<file path="config.mk">
export PLATFORM = sky130hd
export DESIGN_NAME = multicycle_control_fsm_flat
export DESIGN_NICKNAME = d
export VERILOG_FILES = /design/src/rtl/control_pkg.sv /design/src/rtl/multicycle_control_fsm_if.sv /design/src/rtl/alu_control_decoder.sv /design/src/rtl/multicycle_control_fsm.sv /design/src/flat_wrapper.sv
export SDC_FILE = /design/constraint.sdc
export NUM_CORES = 1
export LEC_CHECK = 0
export ABC_AREA = 1
export CAP_MARGIN = 20
export CORE_MARGIN = 1
export CORE_UTILIZATION = 30
export CTS_CLUSTER_SIZE = 12
export DETAILED_ROUTE_END_ITERATION = 8
export PLACE_DENSITY_LB_ADDON = 0.1
export SYNTH_ARGS = -nofsm -noshare
export SYNTH_HDL_FRONTEND = slang
export SYNTH_SLANG_ARGS = --single-unit
</file>
<file path="constraint.sdc">
create_clock -name i_clk -period 5.4 [get_ports i_clk]
set_clock_uncertainty 0.05 [all_clocks]
set_input_delay 0.54 -clock i_clk [delete_from_list [all_inputs] [get_ports i_clk]]
set_output_delay 0.54 -clock i_clk [all_outputs]
set_load 0.01 [all_outputs]
</file>
<file path="src/rtl/control_pkg.sv">
// control_pkg: opcode/funct/ALU constants, state encoding and strobe bundle for the multicycle control FSM.
// The TRAP state exists only when OVERFLOW_TRAP_EN is defined.
package control_pkg;
   localparam logic [5:0] OP_RTYPE = 6'h00;
   localparam logic [5:0] OP_LW    = 6'h23;
   localparam logic [5:0] OP_SW    = 6'h2B;
   localparam logic [5:0] OP_BEQ   = 6'h04;
   localparam logic [5:0] FN_ADD   = 6'h20;
   localparam logic [5:0] FN_SUB   = 6'h22;
   localparam logic [5:0] FN_AND   = 6'h24;
   localparam logic [5:0] FN_OR    = 6'h25;
   localparam logic [5:0] FN_SLT   = 6'h2A;
   localparam logic [3:0] ALU_AND  = 4'b0000;
   localparam logic [3:0] ALU_OR   = 4'b0001;
   localparam logic [3:0] ALU_ADD  = 4'b0010;
   localparam logic [3:0] ALU_SUB  = 4'b0110;
   localparam logic [3:0] ALU_SLT  = 4'b0111;
   typedef enum logic [3:0] {
      S_FETCH    = 4'd0,
      S_DECODE   = 4'd1,
      S_EXEC_R   = 4'd2,
      S_WB_R     = 4'd3,
      S_MEM_ADDR = 4'd4,
      S_MEM_RD   = 4'd5,
      S_WB_LW    = 4'd6,
      S_MEM_WR   = 4'd7,
      S_BRANCH   = 4'd8
`ifdef OVERFLOW_TRAP_EN
      , S_TRAP   = 4'd9
`endif
   } state_t;
   typedef struct packed {
      logic       irWrite;
      logic       pcWrite;
      logic       PCSrc;
      logic       regDst;
      logic       regWrite;
      logic       ALUSrc;
      logic [3:0] ALUcontrol;
      logic       memRead;
      logic       memWrite;
      logic       memToReg;
      logic       illegal;
   } ctrl_t;
endpackage

</file>
<file path="src/rtl/multicycle_control_fsm_if.sv">
// multicycle_control_fsm_if: instruction/flag inputs and control strobes between datapath and control FSM.
interface multicycle_control_fsm_if #(parameter int CNT_W = 16);
   logic [5:0]       i_opcode;
   logic [5:0]       i_funct;
   logic             i_isZero;
   logic             i_isOverflow;
   logic             i_memReady;
   logic             o_irWrite;
   logic             o_pcWrite;
   logic             o_PCSrc;
   logic             o_regDst;
   logic             o_regWrite;
   logic             o_ALUSrc;
   logic [3:0]       o_ALUcontrol;
   logic             o_memRead;
   logic             o_memWrite;
   logic             o_memToReg;
   logic             o_illegal;
   logic [CNT_W-1:0] o_instCount;
   logic [3:0]       o_state;
   modport slave (
      input  i_opcode, i_funct, i_isZero, i_isOverflow, i_memReady,
      output o_irWrite, o_pcWrite, o_PCSrc, o_regDst, o_regWrite, o_ALUSrc, o_ALUcontrol,
             o_memRead, o_memWrite, o_memToReg, o_illegal, o_instCount, o_state
   );
   modport master (
      output i_opcode, i_funct, i_isZero, i_isOverflow, i_memReady,
      input  o_irWrite, o_pcWrite, o_PCSrc, o_regDst, o_regWrite, o_ALUSrc, o_ALUcontrol,
             o_memRead, o_memWrite, o_memToReg, o_illegal, o_instCount, o_state
   );
endinterface

</file>
<file path="src/rtl/alu_control_decoder.sv">
// alu_control_decoder: R-type funct to ALU operation code plus legality flag.
module alu_control_decoder
   import control_pkg::*;
(
   input  logic [5:0] i_funct,
   output logic [3:0] o_ALUcontrol,
   output logic       o_legal
);
   assign o_ALUcontrol = i_funct == FN_ADD ? ALU_ADD :
                         i_funct == FN_SUB ? ALU_SUB :
                         i_funct == FN_AND ? ALU_AND :
                         i_funct == FN_OR  ? ALU_OR  :
                         i_funct == FN_SLT ? ALU_SLT : ALU_AND;
   assign o_legal = i_funct inside {FN_ADD, FN_SUB, FN_AND, FN_OR, FN_SLT};
endmodule

</file>
<file path="src/rtl/multicycle_control_fsm.sv">
// multicycle_control_fsm: FETCH/DECODE/EXECUTE/MEM/WRITEBACK sequencer with retired-instruction counter.
// Define OVERFLOW_TRAP_EN to trap add/sub overflow in WB_R into a sticky TRAP state.
module multicycle_control_fsm
   import control_pkg::*;
#(
   parameter int CNT_W = 16
) (
   input logic i_clk,
   input logic i_rst,
   multicycle_control_fsm_if.slave bus
);
   state_t           state_q, state_d;
   logic [CNT_W-1:0] cnt_q;
   logic             inc;
   ctrl_t            c, out;
   logic [3:0]       alu_fn;
   logic             fn_legal;
   logic             is_r, is_lw, is_sw, is_beq;
   alu_control_decoder u_dec (
      .i_funct      (bus.i_funct),
      .o_ALUcontrol (alu_fn),
      .o_legal      (fn_legal)
   );
   assign is_r   = bus.i_opcode == OP_RTYPE;
   assign is_lw  = bus.i_opcode == OP_LW;
   assign is_sw  = bus.i_opcode == OP_SW;
   assign is_beq = bus.i_opcode == OP_BEQ;
`ifdef OVERFLOW_TRAP_EN
   logic trap;
   assign trap = (bus.i_funct == FN_ADD || bus.i_funct == FN_SUB) && bus.i_isOverflow;
`else
   logic unused_ovf;
   assign unused_ovf = bus.i_isOverflow;
`endif
   always_ff @(posedge i_clk) begin
      if (i_rst) begin
         state_q <= S_FETCH;
         cnt_q   <= '0;
      end else begin
         state_q <= state_d;
         cnt_q   <= cnt_q + CNT_W'(inc);
      end
   end
   always_comb begin
      c       = '0;
      state_d = S_FETCH;
      inc     = 1'b0;
      case (state_q)
         S_FETCH: begin
            c.irWrite = 1'b1;
            c.pcWrite = 1'b1;
            state_d   = S_DECODE;
         end
         S_DECODE: begin
            state_d   = (is_r && fn_legal) ? S_EXEC_R : (is_lw || is_sw) ? S_MEM_ADDR : is_beq ? S_BRANCH : S_FETCH;
            c.illegal = !((is_r && fn_legal) || is_lw || is_sw || is_beq);
         end
         S_EXEC_R: begin
            c.ALUcontrol = alu_fn;
            state_d      = S_WB_R;
         end
         S_WB_R: begin
            c.regDst     = 1'b1;
            c.regWrite   = 1'b1;
            c.ALUcontrol = alu_fn;
            inc          = 1'b1;
`ifdef OVERFLOW_TRAP_EN
            if (trap) begin
               c.regWrite = 1'b0;
               inc        = 1'b0;
               state_d    = S_TRAP;
            end
`endif
         end
         S_MEM_ADDR: begin
            c.ALUSrc     = 1'b1;
            c.ALUcontrol = ALU_ADD;
            state_d      = is_lw ? S_MEM_RD : S_MEM_WR;
         end
         S_MEM_RD: begin
            c.memRead    = 1'b1;
            c.ALUSrc     = 1'b1;
            c.ALUcontrol = ALU_ADD;
            state_d      = bus.i_memReady ? S_WB_LW : S_MEM_RD;
         end
         S_WB_LW: begin
            c.memToReg   = 1'b1;
            c.regWrite   = 1'b1;
            c.memRead    = 1'b1;
            c.ALUSrc     = 1'b1;
            c.ALUcontrol = ALU_ADD;
            inc          = 1'b1;
         end
         S_MEM_WR: begin
            c.memWrite   = 1'b1;
            c.ALUSrc     = 1'b1;
            c.ALUcontrol = ALU_ADD;
            state_d      = bus.i_memReady ? S_FETCH : S_MEM_WR;
            inc          = bus.i_memReady;
         end
         S_BRANCH: begin
            c.ALUcontrol = ALU_SUB;
            c.PCSrc      = 1'b1;
            c.pcWrite    = bus.i_isZero;
            inc          = 1'b1;
         end
`ifdef OVERFLOW_TRAP_EN
         S_TRAP: begin
            c.illegal = 1'b1;
            state_d   = S_TRAP;
         end
`endif
         default: ;
      endcase
   end
   // Strobes are held low while reset is asserted, even before the first edge lands.
   assign out              = i_rst ? '0 : c;
   assign bus.o_irWrite    = out.irWrite;
   assign bus.o_pcWrite    = out.pcWrite;
   assign bus.o_PCSrc      = out.PCSrc;
   assign bus.o_regDst     = out.regDst;
   assign bus.o_regWrite   = out.regWrite;
   assign bus.o_ALUSrc     = out.ALUSrc;
   assign bus.o_ALUcontrol = out.ALUcontrol;
   assign bus.o_memRead    = out.memRead;
   assign bus.o_memWrite   = out.memWrite;
   assign bus.o_memToReg   = out.memToReg;
   assign bus.o_illegal    = out.illegal;
   assign bus.o_instCount  = cnt_q;
   assign bus.o_state      = state_q;
endmodule

</file>
<file path="src/flat_wrapper.sv">
// flat-port wrapper written by rule: the top's interface ports become plain ports
module multicycle_control_fsm_flat import control_pkg::*;
#(
   parameter int CNT_W = 16
)
  (i_clk, i_rst, bus_i_opcode, bus_i_funct, bus_i_isZero, bus_i_isOverflow, bus_i_memReady, bus_o_irWrite, bus_o_pcWrite, bus_o_PCSrc, bus_o_regDst, bus_o_regWrite, bus_o_ALUSrc, bus_o_ALUcontrol, bus_o_memRead, bus_o_memWrite, bus_o_memToReg, bus_o_illegal, bus_o_instCount, bus_o_state);
  multicycle_control_fsm_if #(.CNT_W(CNT_W)) bus_i ();
  input logic i_clk;
  input logic i_rst;
  input wire logic [$bits(bus_i.i_opcode)-1:0] bus_i_opcode;
  input wire logic [$bits(bus_i.i_funct)-1:0] bus_i_funct;
  input wire logic [$bits(bus_i.i_isZero)-1:0] bus_i_isZero;
  input wire logic [$bits(bus_i.i_isOverflow)-1:0] bus_i_isOverflow;
  input wire logic [$bits(bus_i.i_memReady)-1:0] bus_i_memReady;
  output wire logic [$bits(bus_i.o_irWrite)-1:0] bus_o_irWrite;
  output wire logic [$bits(bus_i.o_pcWrite)-1:0] bus_o_pcWrite;
  output wire logic [$bits(bus_i.o_PCSrc)-1:0] bus_o_PCSrc;
  output wire logic [$bits(bus_i.o_regDst)-1:0] bus_o_regDst;
  output wire logic [$bits(bus_i.o_regWrite)-1:0] bus_o_regWrite;
  output wire logic [$bits(bus_i.o_ALUSrc)-1:0] bus_o_ALUSrc;
  output wire logic [$bits(bus_i.o_ALUcontrol)-1:0] bus_o_ALUcontrol;
  output wire logic [$bits(bus_i.o_memRead)-1:0] bus_o_memRead;
  output wire logic [$bits(bus_i.o_memWrite)-1:0] bus_o_memWrite;
  output wire logic [$bits(bus_i.o_memToReg)-1:0] bus_o_memToReg;
  output wire logic [$bits(bus_i.o_illegal)-1:0] bus_o_illegal;
  output wire logic [$bits(bus_i.o_instCount)-1:0] bus_o_instCount;
  output wire logic [$bits(bus_i.o_state)-1:0] bus_o_state;
  assign bus_i.i_opcode = bus_i_opcode;
  assign bus_i.i_funct = bus_i_funct;
  assign bus_i.i_isZero = bus_i_isZero;
  assign bus_i.i_isOverflow = bus_i_isOverflow;
  assign bus_i.i_memReady = bus_i_memReady;
  assign bus_o_irWrite = bus_i.o_irWrite;
  assign bus_o_pcWrite = bus_i.o_pcWrite;
  assign bus_o_PCSrc = bus_i.o_PCSrc;
  assign bus_o_regDst = bus_i.o_regDst;
  assign bus_o_regWrite = bus_i.o_regWrite;
  assign bus_o_ALUSrc = bus_i.o_ALUSrc;
  assign bus_o_ALUcontrol = bus_i.o_ALUcontrol;
  assign bus_o_memRead = bus_i.o_memRead;
  assign bus_o_memWrite = bus_i.o_memWrite;
  assign bus_o_memToReg = bus_i.o_memToReg;
  assign bus_o_illegal = bus_i.o_illegal;
  assign bus_o_instCount = bus_i.o_instCount;
  assign bus_o_state = bus_i.o_state;
  multicycle_control_fsm #(.CNT_W(CNT_W)) u_core (.i_clk(i_clk), .i_rst(i_rst), .bus(bus_i));
endmodule
</file>
==> flow_summary.json <==
{
  "path_max_fanout": 17,
  "numPortBuffers": 48,
  "crit_arrival_ns": 2.61,
  "grt_max_degree": 18,
  "p_int_mw": 0.233,
  "areaGrowthSynthToFinish_pct": 45.0,
  "ys_types": 27,
  "power.density_nw_per_um2": 162,
  "crit_chain": "clkdlybuf4s50_1 > inv_1 > nand4_1 > a21oi_1 > clkdlybuf4s50_1",
  "layout_commonest_cell": "clkdlybuf4s50_1",
  "fin_crit_sh_pct": 59.3,
  "clock_latency_ns": 0.25,
  "p_clk_share_pct": 37.5,
  "fmax_mhz": 312,
  "dieWidth_um": 67.4,
  "power_mw": 0.301,
  "multi_input_area_sq_um": 733,
  "drv_cap": 0,
  "nets": 272,
  "min_period_ns": 3.20,
  "reg2reg_slack_ns": 3.12,
  "drc": 0,
  "cts_resized": 0,
  "cts_buffers": 3,
  "synth_area_per_cell_sq_um": 6.29,
  "finalHoldViolCount": 0,
  "clockBufferDepth": 2,
  "max_stage_delay_ns": 0.70,
  "drt_iter0_drc": 83,
  "grt_pass1_vias": 1164,
  "gr-total-overflow": 0,
  "rsz0062_at_grt": "no",
  "vias": 1378,
  "clk_pin_slew_ns": 0.07,
  "critical_path_required_ns": 4.81,
  "crit_type": "in2out",
  "setup-tns-final_ns": 0,
  "ys_warn_count": 0,
  "maxSlewHeadroom_pct": 61.7,
  "core-area_sq_um": 4060,
  "slew_violations": 0,
  "wl_per_cell_um": 10.2,
  "die_height_um": 67.4,
  "grtUsageTotal_pct": 14.6,
  "diodes": 0,
  "hold_start": "u_core.bus.o_instCount[6]",
  "fp-row-count": 23,
  "syn_nets": 223,
  "async_reset_ff_share_pct": 0,
  "setup.worst_path.start_class": "input pin",
  "first_pass_iters": 4,
  "syn_inst": 204,
  "seqCellArea_sq_um": 400,
  "clkSinkCount": 20,
  "dpl.hpwl_mm": 2.50,
  "grt_pass1_wl_mm": 5.11,
  "post-cts-setup-buffers": 0,
  "setup_viol": 0,
  "ys.flop_type": "dfxtp_1",
  "synth.cell_area_sq_um": 1280,
  "viasPerCell": 4.56,
  "p_switching_mw": 0.0681,
  "start_util_pct": 31.6,
  "ys_seq_area_share_pct": 31.2,
  "cts-root-buf": "clkbuf_8",
  "postRouteAntennaNets": 0,
  "crit_top_cell": "clkdlybuf4s50_1",
  "comb_power_share_pct": 12.8,
  "antenna_found_initial": 0,
  "swShare_pct": 22.6,
  "final_util_pct": 45.8,
  "ys_ff_latch": 20,
  "hold_buffers": 0,
  "crit_start": "i_rst",
  "mostFrequentLayoutCells": "clkdlybuf4s50_1 (48), nand2_1 (37), nor2_1 (32), inv_1 (29), dfxtp_1 (20)",
  "irDropWorstVdd_mv": 0.154,
  "hold_class": "reg2reg",
  "power_leakage_nw": 0.740,
  "top_level_ports": 51,
  "cpMaxStageDelayCell": "clkdlybuf4s50_1",
  "status": "completed",
  "synth_edf_count": 0,
  "seq_power_share_pct": 49.8,
  "htree_levels": 1,
  "drt_wl_total_mm": 3.08,
  "fillers": 435,
  "cts_tree": "done",
  "max_slew.worst_pin.slew_ns": 0.573,
  "gp_congestion": 0.792,
  "dieArea_sq_um": 4540,
  "endpoint_kind": "primary output",
  "layout-drive-gt1-share_pct": 9.92,
  "worst_r2r_startpoint": "u_core.bus.o_state[2]"
}
## stage by stage
stage,cell area (sq um),instances,hold WS [ns],setup WS [ns]
after detailed placement,1800,298,0.443,2.16
after CTS,1860,302,0.455,2.14
after global placement,1800,298,0.440,2.18
after global routing,1860,302,0.482,2.03
final,1860,302,0.457,2.20
after floorplan,1280,204,0.451,3.32
## synth_stat cells (4+ instances only)
master   instances  area, sq um
nand3_1         12         60.1
inv_1           29          109
nor2_2           5         31.3
dfxtp_1         20          400
o21ai_0          8         40.0
nand2_1         37          139
a21oi_1         14         70.1
inv_2            5         18.8
nand4_1         10         62.6
nand2_2          4         25.0
nor2_1          32          120
nor3_1           6         30.0
## flip-flops by register name (all words and copies together) (netlist names)
signal                  cells
u_core.bus.o_instCount     16
u_core.bus.o_state          4
## final timing paths
kind	endpoint	cells after the start
setup / recovery	bus_o_ALUcontrol[0]	5
hold / removal	u_core.bus.o_instCount[6]	2
setup reg to reg	u_core.bus.o_instCount[14]	15
hold reg to reg	u_core.bus.o_instCount[6]	2
## final cells by class
cell class / count / share of cell area (%)
multi-input combinational: 146 / 39.4
inverter: 34 / 6.86
tap: 50 / 3.36
clock buffer: 4 / 2.96
timing repair buffer: 48 / 25.8
sequential: 20 / 21.5
## metal layers
layer  up-vias  routed length, um  global-route usage (%)
met5         -                  0                       0
met4         0                  0                    1.60
met3         0                128                    4.05
met2        30               1390                    23.1
met1       595               1570                    20.1
li1        753                  -                       -
## cell families after synthesis
| group | count (synthesis) | share of synthesized area (%) |
|---|---|---|
| AND/OR/NAND/NOR | 113 | 42.3 |
| AO/OA/AOI/OAI | 30 | 12.6 |
| buffers and inverters | 38 | 11.6 |
| adder cells (fa/ha/maj) | 2 | 1.95 |
| other | 1 | 0.292 |
| flip-flops | 20 | 31.2 |
## worst max-delay path: cells and delay by family
family,cells,cell delay (ns)
compound gates,1,0.15
simple gates,1,0.14
buf+inv,3,1.77
## power by group through the flow
stage / combinational [mW] / sequential (mW) / clock [mW]
4_1_cts: 0.0386 / 0.150 / 0.119
6_report: 0.0384 / 0.150 / 0.113
3_5_place_dp: 0.0385 / 0.153 / 0
3_3_place_gp: 0.0386 / 0.153 / 0
2_1_floorplan: 0.0185 / 0.153 / 0
5_1_grt: 0.0426 / 0.150 / 0.125
No activity file was read; power rests on OpenSTA's default activity.
